### config.mk
export PLATFORM = sky130hd
export DESIGN_NAME = fifo_packetizer_flat
export DESIGN_NICKNAME = d
export VERILOG_FILES = /design/src/rtl/fifo_packetizer_if.sv /design/src/rtl/fifo_packetizer.sv /design/src/flat_wrapper.sv
export SDC_FILE = /design/constraint.sdc
export NUM_CORES = 1
export LEC_CHECK = 0
export ABC_AREA = 1
export BUFFER_PORTS_ARGS = -buffer_cell sky130_fd_sc_hd__buf_2
export CORE_MARGIN = 5
export CORE_UTILIZATION = 50
export CTS_BUF_LIST = sky130_fd_sc_hd__clkbuf_8
export DETAILED_ROUTE_END_ITERATION = 12
export HOLD_SLACK_MARGIN = 0.06
export PLACE_DENSITY = 0.69
export SETUP_SLACK_MARGIN = 0.4
export SLEW_MARGIN = 10
export SYNTH_ARGS = -nofsm -noshare
export SYNTH_HDL_FRONTEND = slang
export SYNTH_SLANG_ARGS = --single-unit
### constraint.sdc
create_clock -name clk -period 2.7 [get_ports clk]
set_input_delay 0.27 -clock clk [delete_from_list [all_inputs] [get_ports clk]]
set_output_delay 0.27 -clock clk [all_outputs]
set_load 0.05 [all_outputs]
### src/rtl/fifo_packetizer_if.sv
// Bundle of the FIFO read port and the framed byte stream around fifo_packetizer.
// master = the packetizer itself, slave = FIFO and downstream transmitter side.
interface fifo_packetizer_if #(
  parameter int WIDTH = 8
);
  logic [WIDTH-1:0] fifo_dout;
  logic             fifo_empty;
  logic             fifo_rget;
  logic [WIDTH-1:0] tx_data;
  logic             tx_valid;
  logic             tx_ready;
  logic             busy;

  modport master (
    input  fifo_dout, fifo_empty, tx_ready,
    output fifo_rget, tx_data, tx_valid, busy
  );

  modport slave (
    output fifo_dout, fifo_empty, tx_ready,
    input  fifo_rget, tx_data, tx_valid, busy
  );
endinterface

### src/rtl/fifo_packetizer.sv
// Drains a first-word-fall-through FIFO into a payload buffer and emits each batch
// as a frame SYNC, LEN, payload, CSUM on a valid/ready byte stream.
module fifo_packetizer #(
  parameter int         WIDTH       = 8,
  parameter int         MAX_PAYLOAD = 16,
  parameter int         TIMEOUT     = 64,
  parameter logic [7:0] SYNC_BYTE   = 8'hA5
) (
  input  logic               clk,
  input  logic               rst,
  fifo_packetizer_if.master  bus
);

  localparam int IW = $clog2(TIMEOUT + 1);
  localparam int BW = (MAX_PAYLOAD > 1) ? $clog2(MAX_PAYLOAD) : 1;
  localparam logic [7:0]    MAX_CNT = 8'(MAX_PAYLOAD);
  localparam logic [IW-1:0] TO_CNT  = IW'(TIMEOUT);

  typedef enum logic [2:0] {
    S_IDLE    = 3'd0,
    S_COLLECT = 3'd1,
    S_HDR     = 3'd2,
    S_LEN     = 3'd3,
    S_PAY     = 3'd4,
    S_CSUM    = 3'd5
  } state_e;

  state_e           state_q, state_d;
  logic [7:0]       cnt_q, cnt_d;
  logic [7:0]       idx_q, idx_d;
  logic [7:0]       csum_q, csum_d;
  logic [IW-1:0]    idle_q, idle_d;
  logic [WIDTH-1:0] mem_q [MAX_PAYLOAD];
  logic [WIDTH-1:0] mem_d [MAX_PAYLOAD];
  logic [WIDTH-1:0] tx_data_q, tx_data_d;
  logic             tx_valid_q, tx_valid_d;
  logic             busy_q, busy_d;
  logic             pop_s;
  logic             accept_s;

  assign pop_s    = !rst && (state_q == S_COLLECT) && !bus.fifo_empty && (cnt_q < MAX_CNT);
  assign accept_s = tx_valid_q && bus.tx_ready;

  assign bus.fifo_rget = pop_s;
  assign bus.tx_data   = tx_data_q;
  assign bus.tx_valid  = tx_valid_q;
  assign bus.busy      = busy_q;

  always_ff @(posedge clk) begin
    if (rst) begin
      state_q    <= S_IDLE;
      cnt_q      <= 8'd0;
      idx_q      <= 8'd0;
      csum_q     <= 8'd0;
      idle_q     <= '0;
      tx_data_q  <= '0;
      tx_valid_q <= 1'b0;
      busy_q     <= 1'b0;
      for (int i = 0; i < MAX_PAYLOAD; i++) begin
        mem_q[i] <= '0;
      end
    end else begin
      state_q    <= state_d;
      cnt_q      <= cnt_d;
      idx_q      <= idx_d;
      csum_q     <= csum_d;
      idle_q     <= idle_d;
      tx_data_q  <= tx_data_d;
      tx_valid_q <= tx_valid_d;
      busy_q     <= busy_d;
      mem_q      <= mem_d;
    end
  end

  // A pop zeroes idle_d, so a byte arriving on the would-be timeout cycle cancels it.
  always_comb begin
    state_d = state_q;
    cnt_d   = cnt_q;
    idx_d   = idx_q;
    csum_d  = csum_q;
    idle_d  = idle_q;
    mem_d   = mem_q;
    case (state_q)
      S_IDLE: begin
        cnt_d  = 8'd0;
        idx_d  = 8'd0;
        csum_d = 8'd0;
        idle_d = '0;
        if (!bus.fifo_empty) state_d = S_COLLECT;
        else                 state_d = S_IDLE;
      end
      S_COLLECT: begin
        if (pop_s) begin
          mem_d[cnt_q[BW-1:0]] = bus.fifo_dout;
          cnt_d  = cnt_q + 8'd1;
          csum_d = csum_q + bus.fifo_dout;
          idle_d = '0;
        end else if (bus.fifo_empty && (idle_q != TO_CNT)) begin
          idle_d = idle_q + IW'(1);
        end else begin
          idle_d = idle_q;
        end
        if ((cnt_d == MAX_CNT) || ((idle_d == TO_CNT) && (cnt_d != 8'd0))) state_d = S_HDR;
        else                                                               state_d = S_COLLECT;
      end
      S_HDR: begin
        if (accept_s) state_d = S_LEN;
        else          state_d = S_HDR;
      end
      S_LEN: begin
        idx_d = 8'd0;
        if (accept_s) state_d = S_PAY;
        else          state_d = S_LEN;
      end
      S_PAY: begin
        if (accept_s && (idx_q == cnt_q - 8'd1)) begin
          state_d = S_CSUM;
        end else if (accept_s) begin
          idx_d = idx_q + 8'd1;
        end else begin
          idx_d = idx_q;
        end
      end
      S_CSUM: begin
        if (accept_s) state_d = S_IDLE;
        else          state_d = S_CSUM;
      end
      default: state_d = S_IDLE;
    endcase
  end

  // Outputs follow state_d, so a stalled beat recomputes the same byte every cycle.
  always_comb begin
    tx_valid_d = 1'b1;
    busy_d     = 1'b1;
    tx_data_d  = '0;
    case (state_d)
      S_IDLE: begin
        tx_valid_d = 1'b0;
        busy_d     = 1'b0;
      end
      S_COLLECT: tx_valid_d = 1'b0;
      S_HDR:     tx_data_d  = SYNC_BYTE;
      S_LEN:     tx_data_d  = cnt_q;
      S_PAY:     tx_data_d  = mem_q[idx_d[BW-1:0]];
      S_CSUM:    tx_data_d  = 8'd0 - (cnt_q + csum_q);
      default: begin
        tx_valid_d = 1'b0;
        busy_d     = 1'b0;
      end
    endcase
  end

endmodule

### src/flat_wrapper.sv
// flat-port wrapper written by rule: the top's interface ports become plain ports
module fifo_packetizer_flat 
#(
  parameter int         WIDTH       = 8,
  parameter int         MAX_PAYLOAD = 16,
  parameter int         TIMEOUT     = 64,
  parameter logic [7:0] SYNC_BYTE   = 8'hA5
)
  (clk, rst, bus_fifo_dout, bus_fifo_empty, bus_tx_ready, bus_fifo_rget, bus_tx_data, bus_tx_valid, bus_busy);
  fifo_packetizer_if #(.WIDTH(WIDTH)) bus_i ();
  input  logic clk;
  input  logic rst;
  input wire logic [$bits(bus_i.fifo_dout)-1:0] bus_fifo_dout;
  input wire logic [$bits(bus_i.fifo_empty)-1:0] bus_fifo_empty;
  input wire logic [$bits(bus_i.tx_ready)-1:0] bus_tx_ready;
  output wire logic [$bits(bus_i.fifo_rget)-1:0] bus_fifo_rget;
  output wire logic [$bits(bus_i.tx_data)-1:0] bus_tx_data;
  output wire logic [$bits(bus_i.tx_valid)-1:0] bus_tx_valid;
  output wire logic [$bits(bus_i.busy)-1:0] bus_busy;
  assign bus_i.fifo_dout = bus_fifo_dout;
  assign bus_i.fifo_empty = bus_fifo_empty;
  assign bus_i.tx_ready = bus_tx_ready;
  assign bus_fifo_rget = bus_i.fifo_rget;
  assign bus_tx_data = bus_i.tx_data;
  assign bus_tx_valid = bus_i.tx_valid;
  assign bus_busy = bus_i.busy;
  fifo_packetizer #(.WIDTH(WIDTH), .MAX_PAYLOAD(MAX_PAYLOAD), .TIMEOUT(TIMEOUT), .SYNC_BYTE(SYNC_BYTE)) u_core (.clk(clk), .rst(rst), .bus(bus_i));
endmodule
---- Yosys cells after proc, flatten, opt, wreduce, memory -nomap -nowiden ----
Index checks and enable logic that the tools add are counted.
operators by class
  add/sub/neg operators ................... 7
  magnitude comparators ................... 4
  equal/unequal tests ..................... 17
  multiplexer cells ....................... 28
  bitwise operators ....................... 2
  reduce and logical (&&, ||, !) cells .... 21
operator list
  cell                   count
  $bwmux W128            1
  $mux W8                8
  $pmux W8 S2            3
  $bmux W8 S4            1
  $demux W8 S4           1
  $pmux W8 S4            1
  $mux W7                3
  $pmux W3 S6            1
  $add A8 B1 Y8 const B  2
  $add A8 B8 Y8          2
  $pmux W7 S2            1
  $eq A3 B2 Y1 const B   4
  $eq A3 B3 Y1 const B   4
  $ge A5 B5 Y1 const B   2
  $not A4 Y5             2
  $mux W3                3
  $eq A8 B5 Y1 const B   1
  $eq A8 B8 Y1           1
  $logic_and A1 B1 Y1    8
  $lt A8 B5 Y1 const B   1
  $reduce_bool A8 Y1     1
  $sub A1 B8 Y8 const A  1
  $sub A8 B1 Y8 const B  1
  $add A7 B1 Y7 const B  1
  17 further kinds       25
word-level totals
  flip-flop bits (word level) ............. 172
  input port bits ......................... 12
  output and inout bits ................... 11
  word-level logic and storage cells ...... 104

---- Depth between registers and ports, before layout ----
Gate-level depths: netlist of the first run.
  depth in word-level cells ............... 14
  depth in mapped cells ................... 23
  gate-level depth less buffers ........... 21

---- Worst setup path after synthesis of the first run ----
No wires, ideal clock.
  path kind ............................... register to register
  start point ............................. reg u_core.cnt_q[0]
  end point ............................... reg u_core.tx_data_q[3], in the netlist u_core.bus.tx_data[3]
  setup time .............................. 131 ps
  arrival time ............................ 2426 ps
  required time ........................... 2569 ps
  setup slack ............................. 143 ps
  cell stages (with the launch flop) ...... 22
  buffers on the path ..................... 1
  period minus slack after synthesis ...... 2557 ps
  cells stage by stage .................... dfxtp_1 > inv_2 > ha_1 > nand2_1 > inv_1 > nor2_1 > nand2_1 > nor2_1 > nand3_1 > nor2_1 > nand3_2 > nand2_2 > inv_2 > nand2_1 > o21ai_1 > o21ai_2 > inv_2 > buf_4 > nand3_1 > nand3_1 > nand3_1 > a21oi_1
between the ends
  longest elaborated chain between the ends .. 11
  elaborated cells on any way between the ends .. 31
  classes of those cells .................. add/sub: 4; order compare: 1; eq/ne: 7; mux: 13; bitwise: 1; reduce/logical: 5
ends and longest elaborated chain
  element                                                                 RTL line                source
  from (decl)                                                             fifo_packetizer.sv:29   logic [7:0] cnt_q, cnt_d;
  from (signal assigned)                                                  fifo_packetizer.sv:64   cnt_q <= cnt_d;
  parallel branches: the longest is 10 deep, another holds $sub A8 B1 Y8  n/a
  $pmux W8 S4 (*)                                                         fifo_packetizer.sv:137  case (state_d)
  to (signal assigned)                                                    fifo_packetizer.sv:68   tx_data_q <= tx_data_d;
  to (decl)                                                               fifo_packetizer.sv:35   logic [WIDTH-1:0] tx_data_q, tx_data_d;
Every way passes the cells marked *. The select of a mux whose other input is x is not followed.
A chain may end at the register's enable or synchronous reset.

---- Worst setup path after layout of the first run ----
  start point ............................. reg u_core.cnt_q[1]
  end point ............................... reg u_core.tx_data_q[3], in the netlist u_core.bus.tx_data[3]
Same word-level chain as after synthesis.

==> results of run 1 <==
## area by class of cell
class	count	area, um^2	area share (%)
multi-input combinational	931	5017	46.90
sequential	172	3466	32.40
timing repair buffer	108	935.9	8.749
inverter	155	606.8	5.672
tap	229	286.5	2.678
clock buffer	19	261.5	2.444
clock inverter	12	123.9	1.158
## power by group
group	total (mW)	internal, mW	switching, mW
Clock	1.85	0.861	0.992
Sequential	2.55	2.54	0.00957
Combinational	0.363	0.116	0.246
## state kept, by name, summed over array words and instances, names as in the netlist
signal               count
u_core.mem_q           128
u_core.bus.tx_data       8
u_core.cnt_q             8
u_core.csum_q            8
u_core.idx_q             8
u_core.idle_q            7
u_core.state_q           3
u_core.bus.busy          1
u_core.bus.tx_valid      1
## layout by cell type, fill, tap and decap left out, types with 13 or more instances in the layout
cell type	synthesis	layout
a21oi_1	157	153
buf_2	20	22
buf_4	7	67
clkbuf_8	0	19
dfxtp_1	172	162
ha_1	27	25
inv_1	142	139
nand2_1	243	233
nand3_1	186	172
nand3_2	1	13
nor2_1	96	86
o21a_1	19	19
o21ai_0	112	112
## worst paths after layout
path | startpoint | endpoint | cells past startpoint
worst min register to register | u_core.mem_q[88] | u_core.mem_q[88] | 2
worst max-delay path | u_core.cnt_q[1] | u_core.bus.tx_data[3] | 21
worst min-delay path | bus_fifo_dout[3] | u_core.mem_q[123] | 3
worst max register to register | u_core.cnt_q[1] | u_core.bus.tx_data[3] | 21
## metal layers
layer  vias to the layer above  routed length, um
met3                        46               2609
met1                      4246              12850
met5                         -                  0
li1                       4525                  -
met4                         0                673
met2                       371              13030
## kinds of logic (layout without fill, tap and decap cells)
family,Yosys count,in the layout,share of synthesized area (%)
xor gates and xnor gates,15,15,1.442
buffers and inverters,227,294,10.14
and+or+nand+nor,560,560,27.02
AOI/OAI and AO/OA,326,327,19.44
adders and majority gates,29,29,4.149
DFF,172,172,37.81
## metrics by stage
step	cell area [um^2]	hold WS (ps)	util, %
5_1_grt	10700	142.5	59.55
3_5_place_dp	9834	447.5	54.75
6_report	10700	156.9	59.55
2_1_floorplan	9175	423.7	-
4_1_cts	10420	134.1	58.01
3_3_place_gp	9834	441.0	54.75
## worst max-delay path, cell delays in order, from the launching register on
cell and delay [ps]:
dfxtp_4 380, inv_4 40, ha_4 290, inv_1 40
nand2_1 70, nand2_1 60, nor2_1 80, nand3_1 70
nor2_1 140, nand2_1 90, nor2_2 100, nand3_1 110
nand2_1 80, nand3_1 80, nand2_2 100, buf_6 150
buf_12 130, nand3_1 190, nand3_1 140, nand3_1 70
nand3_1 90, a21oi_2 60
## repair_timing
| item | in CTS | in global routing |
|---|---|---|
| buffers inserted | 7 | 5 |
| cloned | 2 | 2 |
| setup endpoints to repair | 13 | 33 |
| gates resized for setup | 32 | 51 |
| pin swaps | 8 | 7 |
==> flow_summary_export.csv, run 1 <==
group,metric,value,unit
clock_tree,worstSkewPairLatency,470,ps
sta,finalWorstSetupSlack,28.24,ps
sta,max_freq,0.3743,GHz
clock_tree,cts-root-buf,"clkbuf_8",
floorplanning,die_w,145.0,um
placed_design,hpwl,19.95,mm
clock_tree,hold_buffers,0,
cells_and_area,drive_above_1_share,16.54,%
synth,synth_area_leaders,"dfxtp_1 (38%), nand3_1 (10%), nand2_1 (10%)",
sta,finalSetupViolCount,0,
clock_tree,clockBufferDepth,2,
cells_and_area,final_cells,1626,
sta,rsz0062_at_grt,"yes",
floorplanning,core,0.01796,mm^2
global_route,met3_usage,6.174,%
floorplanning,fp-row-count,49,
placed_design,globalplace.congestion,0.9624,
power_and_ir_drop,p_per_area,445.8,mW/mm^2
cells_and_area,nets,1426,
critical_path,critical_path_class,"register to register",
synth,synth.distinct_cells,43,
synth,synth_top_area_cell,"dfxtp_1",
detailed_routing,vias_per_cell,5.651,
detailed_routing,routed-via-count,9188,
status,outcome,"completed",
detailed_routing,drcViolationCount,0,
detailed_routing,drtIter0Drc,1019,
critical_path,worstPathRequired,3060,ps
synth,yosysMostFrequentCell,"nand2_1",
synth,synth_area,0.009107,mm^2
sta,tns,0,ps
clock_tree,h-tree-depth,4,
clock_tree,clk_pin_slew,90,ps
detailed_routing,wl_per_cell,17.94,um
synth,synth_top_area_share,37.81,%
global_route,grt_busiest_layer,"met2",
clock_tree,cts_buffers,17,
placed_design,portBuffers,22,
synth,syn-instance-count,1329,
sta,maxSlewHeadroom,31.87,%
placed_design,placed_cells,1579,
synth,ys.flop_type,"dfxtp_1",
cells_and_area,area_growth,17.46,%
synth,synth_nets,1370,
global_route,grt_overflow,0,
cells_and_area,n_antenna_cell,0,
min_path,min_path_type,"primary input to register",
synth,ys_ff_latch,172,
placed_design,dp_slack,-25.36,ps
global_route,grt_max_degree,107,
power_and_ir_drop,p_total,4.769,mW
global_route,grt.met2_usage,41.07,%
clock_tree,cts_tree,"done",
floorplanning,ios,23,
cells_and_area,fillers,1686,
global_route,grt_pass1_wl,45.74,mm
critical_path,cp.arrival,3030,ps
critical_path,end_kind,"register",
clock_tree,cts_sinks,172,
sta,skew,15.76,ps
detailed_routing,ant_nets,0,
synth,synth_edf_count,0,
detailed_routing,wirelength,29.16,mm
synth,yosys_warnings,0,
synth,postSynth.asyncResetShare,0,%
floorplanning,initial_core_util,50.70,%
synth,syn_area_per_cell,6.853,um^2
detailed_routing,detailedRoute.firstPassIterationCount,6,
critical_path,cp-start-kind,"register",
sta,min_period,2672,ps
global_route,first_global_vias,8357,
floorplanning,die_area,0.02101,mm^2
sta,finalHoldViolCount,0,
global_route,antenna_found_initial,0,
synth,synth_common_cells,"nand2_1 (243), nand3_1 (186), dfxtp_1 (172)",
power_and_ir_drop,ir_drop,308.6,uV
power_and_ir_drop,p_leak,4.504,nW
global_route,grt.total_usage,26.93,%
critical_path,path_max_fanout,8,
sta,worst_pin_slew,1022,ps
sta,fin_crit_sh,98.95,%
synth,yosysSeqAreaShare,37.81,%
global_route,grt.met1_usage,38.17,%
sta,maxSlewViolCount,0,
floorplanning,dieHeight,145.0,um
flow_run,max_cap_violations,0,
critical_path,rrSetupSlack,30,ps
No activity file was read; power rests on OpenSTA's default activity.
==> inputs of run 2 (changes only) <==
Settings changed: CTS_BUF_LIST sky130_fd_sc_hd__clkbuf_8 to default.
==> run 2 against run 1 <==
Effect of this change:
- the run now ends with negative setup slack left
- hold slack better by 32 ps
- total power up 14%
- die area unchanged
- critical path depth unchanged
- register-to-register slack worse by 40 ps
- non-clock buffer count up 27
- sequential power about the same
- global-route usage up 0.95 points
- combinational power up 3%
- first-iteration DRC count up 8.2%
- highest routed layer unchanged
==> flow_summary_export.csv, run 2 (synthesis results as in run 1) <==
group,metric,value,unit
min_path,hold_start,"bus_fifo_dout[3]",
power_and_ir_drop,p_total,5.422,mW
global_route,antenna_found_initial,0,
power_and_ir_drop,p_per_area,458.1,mW/mm^2
critical_path,critical_path_class,"register to register",
sta,worst_pin_slew,1038,ps
cells_and_area,n_antenna_cell,0,
cells_and_area,nets,1454,
sta,max_freq,0.3690,GHz
critical_path,worstPathRequired,3070,ps
floorplanning,dieHeight,145.0,um
critical_path,end_kind,"register",
critical_path,rrSetupSlack,-10,ps
floorplanning,fp-row-count,49,
clock_tree,worstSkewPairLatency,440,ps
cells_and_area,area_growth,29.96,%
global_route,first_global_vias,8573,
clock_tree,cts_tree,"done",
min_path,hold_depth,3,
min_path,min_delay_worst_endpoint,"u_core.mem_q[123]",
sta,rsz0062_at_grt,"yes",
sta,maxSlewViolCount,0,
critical_path,cp-start-kind,"register",
detailed_routing,detailedRoute.firstPassIterationCount,8,
cells_and_area,largest_reg_flops,128,
floorplanning,ios,23,
sta,fin_crit_sh,100.4,%
min_path,min_path_type,"primary input to register",
critical_path,path_max_fanout,9,
detailed_routing,ant_nets,0,
cells_and_area,final_common_cell,"nand2_1",
global_route,grt_max_degree,107,
clock_tree,clockBufferDepth,2,
cells_and_area,multiInputGateArea,0.005517,mm^2
global_route,grt_pass1_wl,47.33,mm
floorplanning,core,0.01796,mm^2
cells_and_area,fillers,1494,
sta,finalWorstSetupSlack,-10.10,ps
detailed_routing,routed-via-count,9769,
flow_run,max_cap_violations,0,
clock_tree,cts-root-buf,"clkbuf_16",
critical_path,r2r_end,"u_core.bus.tx_data[6]",
status,failed_checks,"negative setup slack",
power_and_ir_drop,p_leak,4.906,nW
sta,finalHoldViolCount,0,
global_route,grt_overflow,0,
placed_design,globalplace.congestion,0.9624,
cells_and_area,drive_above_1_share,25.68,%
critical_path,cp.arrival,3080,ps
clock_tree,cts_sinks,172,
cells_and_area,final_cell_mix,"nand2_1 (204), dfxtp_1 (162), a21oi_1 (146), inv_1 (136), o21ai_0 (112)",
detailed_routing,drcViolationCount,0,
detailed_routing,vias_per_cell,5.906,
clock_tree,cts_buffers,17,
clock_tree,h-tree-depth,4,
sta,maxSlewHeadroom,30.77,%
placed_design,hpwl,19.95,mm
floorplanning,die_w,145.0,um
cells_and_area,largest-register,"u_core.mem_q",
sta,skew,9.245,ps
critical_path,r2r_cells,21,
detailed_routing,wirelength,32.60,mm
placed_design,portBuffers,22,
critical_path,r2r-start,"u_core.cnt_q[0]",
sta,min_period,2710,ps
power_and_ir_drop,ir_drop,472.2,uV
cells_and_area,seq_area,0.003466,mm^2
sta,finalSetupViolCount,1,
detailed_routing,wl_per_cell,19.71,um
clock_tree,clk_pin_slew,70,ps
global_route,grt.total_usage,27.88,%
sta,tns,-10.10,ps
status,outcome,"finished, violations left",
floorplanning,die_area,0.02101,mm^2
floorplanning,initial_core_util,50.70,%
detailed_routing,drtIter0Drc,1103,
## run 2: cell count changes in the layout (fill, tap and decap cells not counted), moves of 7 or more
cell       change
nand2_1       -29
a21oi_2        +7
nand2_2       +25
buf_4          +9
nand3_1       -64
clkbuf_8      -17
a21oi_1        -7
nand3_2       +60
clkbuf_16     +20
## run 2: what timing repair did
item | 4_1_cts | 5_1_grt
gates cloned | 6 | 8
pin swaps | 11 | 51
endpoints found under the setup margin | 12 | 23
hold buffers | 0 | 0
resized for setup | 42 | 175
setup buffers | 16 | 14
## run 2: report_power, final
group          total [mW]  internal, mW  switching [mW]
sequential           2.56          2.55         0.00982
clock                2.49          1.41            1.08
combinational       0.375         0.119           0.256
total                5.42          4.08            1.34
## run 2: metrics by stage
stage | worst slack [ps] | util [%] | area (um^2) | cells | hold slack (ps)
6_report | -10.10 | 65.89 | 11840 | 1654 | 189.3
2_1_floorplan | 401.8 | - | 9175 | 1329 | 423.7
3_3_place_gp | -36.49 | 54.75 | 9834 | 1579 | 441.0
3_5_place_dp | -25.36 | 54.75 | 9834 | 1579 | 447.5
4_1_cts | 63.99 | 60.45 | 10860 | 1632 | 174.3
5_1_grt | -108.0 | 65.89 | 11840 | 1654 | 197.6
## run 2: layer usage
| layer | track usage [%] | wire (um) | part of all wire [%] | vias up |
|---|---|---|---|---|
| li1 | - | - | - | 4578 |
| met1 | 37.94 | 13170 | 40 | 4568 |
| met2 | 43.01 | 14810 | 45 | 511 |
| met3 | 7.795 | 3164 | 9.7 | 112 |
| met4 | 8.851 | 1464 | 4.5 | 0 |
| met5 | 0 | 0 | 0 | - |
## run 2: cell type report
cell class	instances	area share, %
multi-input cells	931	46.61
flip-flops and latches	172	29.28
repair buffers	135	11.49
inverters	155	5.254
clock buffers	22	3.922
well taps	229	2.421
clock inverters	9	0.9514
repair inverters	1	0.07400
## run 2: how the worst max path moves through the flow
stage	from	cells after the start	to
4_1_cts	u_core.cnt_q[1]	21	u_core.bus.tx_data[6]
6_report	u_core.cnt_q[0]	21	u_core.bus.tx_data[6]
3_5_place_dp	u_core.cnt_q[4]	19	u_core.bus.tx_data[4]
2_1_floorplan	u_core.cnt_q[0]	20	u_core.bus.tx_data[6]
3_3_place_gp	u_core.cnt_q[4]	19	u_core.bus.tx_data[4]
5_1_grt	u_core.cnt_q[0]	21	u_core.bus.tx_data[6]
## run 2: worst max-delay path, cell delays in order, from the launching register on
cell and delay, ps:
dfxtp_4 370, inv_6 40, ha_4 260, nand2_4 80, inv_2 40, nor2_2 90
nand2_1 50, nor2_1 80, nand3_1 90, nor2_2 150, nand3_4 140, nand2_4 100
nand3_4 110, nand2_8 140, buf_12 140, buf_16 130, nand2_1 70, nand3_1 120
nand3_1 120, nand3_2 90, nand3_2 70, a21oi_2 150
==> inputs of run 3 (changes only) <==
==> constraint.sdc (replaced) <==
create_clock -name clk -period 2.7 [get_ports clk]
set_input_delay 0.54 -clock clk [delete_from_list [all_inputs] [get_ports clk]]
set_output_delay 0.54 -clock clk [all_outputs]
set_load 0.05 [all_outputs]
==> run 3 against run 2 <==
Effect of this change:
- the flow still finishes with violations (negative setup slack)
- core utilization is 2.2 points lower
- clock skew rose by 1.8 ps
- total power up 1.2%
- sequential cell count unchanged
- maximum frequency fell by 0.35%
- combinational power down 4%
- critical path type unchanged
- largest cell class unchanged
==> flow_summary_export.csv, run 3 (synthesis results as in run 1) <==
group,metric,value,unit
cells_and_area,nets,1441,
clock_tree,cts_tree,"done",
floorplanning,core,0.01796,mm^2
critical_path,cp.arrival,3070,ps
clock_tree,cts_sinks,172,
cells_and_area,final_cells,1642,
critical_path,end_kind,"register",
cells_and_area,largest_reg_flops,128,
cells_and_area,area_growth,25.64,%
sta,maxSlewHeadroom,31.60,%
clock_tree,cts-root-buf,"clkbuf_16",
critical_path,worstPathRequired,3050,ps
critical_path,critical_path_class,"register to register",
placed_design,globalplace.congestion,1.017,
floorplanning,ios,23,
sta,finalHoldViolCount,0,
sta,finalWorstSetupSlack,-19.61,ps
floorplanning,die_area,0.02101,mm^2
global_route,antenna_found_initial,0,
cells_and_area,largest-register,"u_core.mem_q",
sta,finalSetupViolCount,1,
cells_and_area,n_antenna_cell,0,
floorplanning,fp-row-count,49,
sta,worst_pin_slew,1026,ps
global_route,grt_pass1_wl,45.31,mm
power_and_ir_drop,ir_drop,445.3,uV
status,failed_checks,"negative setup slack",
flow_run,max_cap_violations,0,
sta,max_freq,0.3677,GHz
cells_and_area,final_cell_mix,"nand2_1 (213), dfxtp_1 (167), a21oi_1 (152), inv_1 (132), nand3_1 (124)",
clock_tree,hold_buffers,0,
cells_and_area,final_common_cell,"nand2_1",
status,outcome,"finished, violations left",
placed_design,hpwl,18.77,mm
global_route,grt.total_usage,26.13,%
sta,rsz0062_at_grt,"yes",
sta,skew,11.00,ps
global_route,first_global_vias,8774,
sta,whs,442.7,ps
detailed_routing,vias_per_cell,5.786,
clock_tree,clk_pin_slew,70,ps
critical_path,path_max_fanout,7,
placed_design,portBuffers,22,
floorplanning,dieHeight,145.0,um
detailed_routing,detailedRoute.firstPassIterationCount,6,
power_and_ir_drop,p_leak,4.789,nW
clock_tree,h-tree-depth,4,
sta,maxSlewViolCount,0,
placed_design,placed_cells,1569,
sta,tns,-19.61,ps
critical_path,startpoint,"u_core.cnt_q[0]",
sta,fin_crit_sh,100.7,%
clock_tree,cts_buffers,17,
detailed_routing,ant_nets,0,
clock_tree,worstSkewPairLatency,430,ps
detailed_routing,wl_per_cell,18.03,um
critical_path,r2r-start,"u_core.cnt_q[0]",
clock_tree,clockBufferDepth,2,
global_route,grt_max_degree,106,
critical_path,cp-start-kind,"register",
global_route,grt_overflow,0,
power_and_ir_drop,p_per_area,479.5,mW/mm^2
sta,min_period,2720,ps
detailed_routing,wirelength,29.61,mm
detailed_routing,routed-via-count,9500,
cells_and_area,drive_above_1_share,22.29,%
detailed_routing,drcViolationCount,0,
min_path,hold_start,"bus_fifo_dout[2]",
detailed_routing,drtIter0Drc,1007,
floorplanning,die_w,145.0,um
floorplanning,initial_core_util,50.70,%
power_and_ir_drop,p_total,5.486,mW
min_path,min_path_type,"primary input to register",
run 3: changes by cell type in the layout (fill, tap and decap cells not counted), sizes merged:
cell	change
o21ai	-1
clkinv	-4
clkinvlp	+4
clkbuf	-4
inv	+2
buf	-9
run 3: path summary, 6_finish.rpt:
kind	end	slack, ps	cells past startpoint
min reg2reg	u_core.mem_q[58]	460	2
min	u_core.mem_q[122]	440	3
max reg2reg	u_core.bus.tx_data[6]	-20	23
max	u_core.bus.tx_data[6]	-20	23
run 3: metrics by stage:
step | util [%] | worst slack, ps | instance area (um^2)
after floorplan | - | 359.0 | 9171
after global placement | 54.45 | -63.48 | 9782
after detailed placement | 54.45 | -94.13 | 9782
after CTS | 60.10 | 53.16 | 10800
after global routing | 63.70 | -172.1 | 11440
final | 63.70 | -19.61 | 11440
run 3: final cells by class:
| type | count | area [um^2] |
|---|---|---|
| timing repair buffer | 124 | 1184 |
| clock buffer | 20 | 456.7 |
| multi-input combinational | 930 | 5285 |
| fill | 1521 | 6521 |
| clock inverter | 12 | 148.9 |
| tap | 229 | 286.5 |
| inverter | 155 | 624.3 |
| sequential | 172 | 3457 |
run 3: worst max-delay path: stages (launching register included):
cell,delay (ps)
dfxtp_4,360
inv_4,40
ha_4,250
nand2_4,70
inv_2,40
nor2_2,80
nand2_1,60
nor2_2,120
nand3_1,70
nor2_1,120
nand3_2,130
buf_6,140
nand3_4,80
nand2_4,70
buf_12,140
buf_12,130
clkbuf_16,150
nand2_1,50
nand2_1,40
nand2_1,70
nand3_2,80
nand3_2,100
nand3_2,90
a21oi_1,150
run 3: timing repair:
item | 4_1_cts | 5_1_grt
cloned | 2 | 3
setup endpoints to repair | 49 | 52
setup buffers | 23 | 13
gates resized for setup | 41 | 117
pin swaps | 31 | 45
run 3: where the power goes:
part           internal [mW]  switching [mW]  total (mW)
Sequential              2.55         0.00695        2.55
Combinational          0.116           0.243       0.359
Clock                   1.44            1.13        2.57
Total                   4.10            1.38        5.49
run 3: metal layers:
layer,track usage [%],part of all wire [%],vias to the layer above,wire length (um)
met5,0,0,-,0
met4,10.64,4.2,0,1238
met3,4.833,6.5,91,1916
met2,43.47,48,402,14060
met1,33.45,42,4450,12390
li1,-,-,4557,-
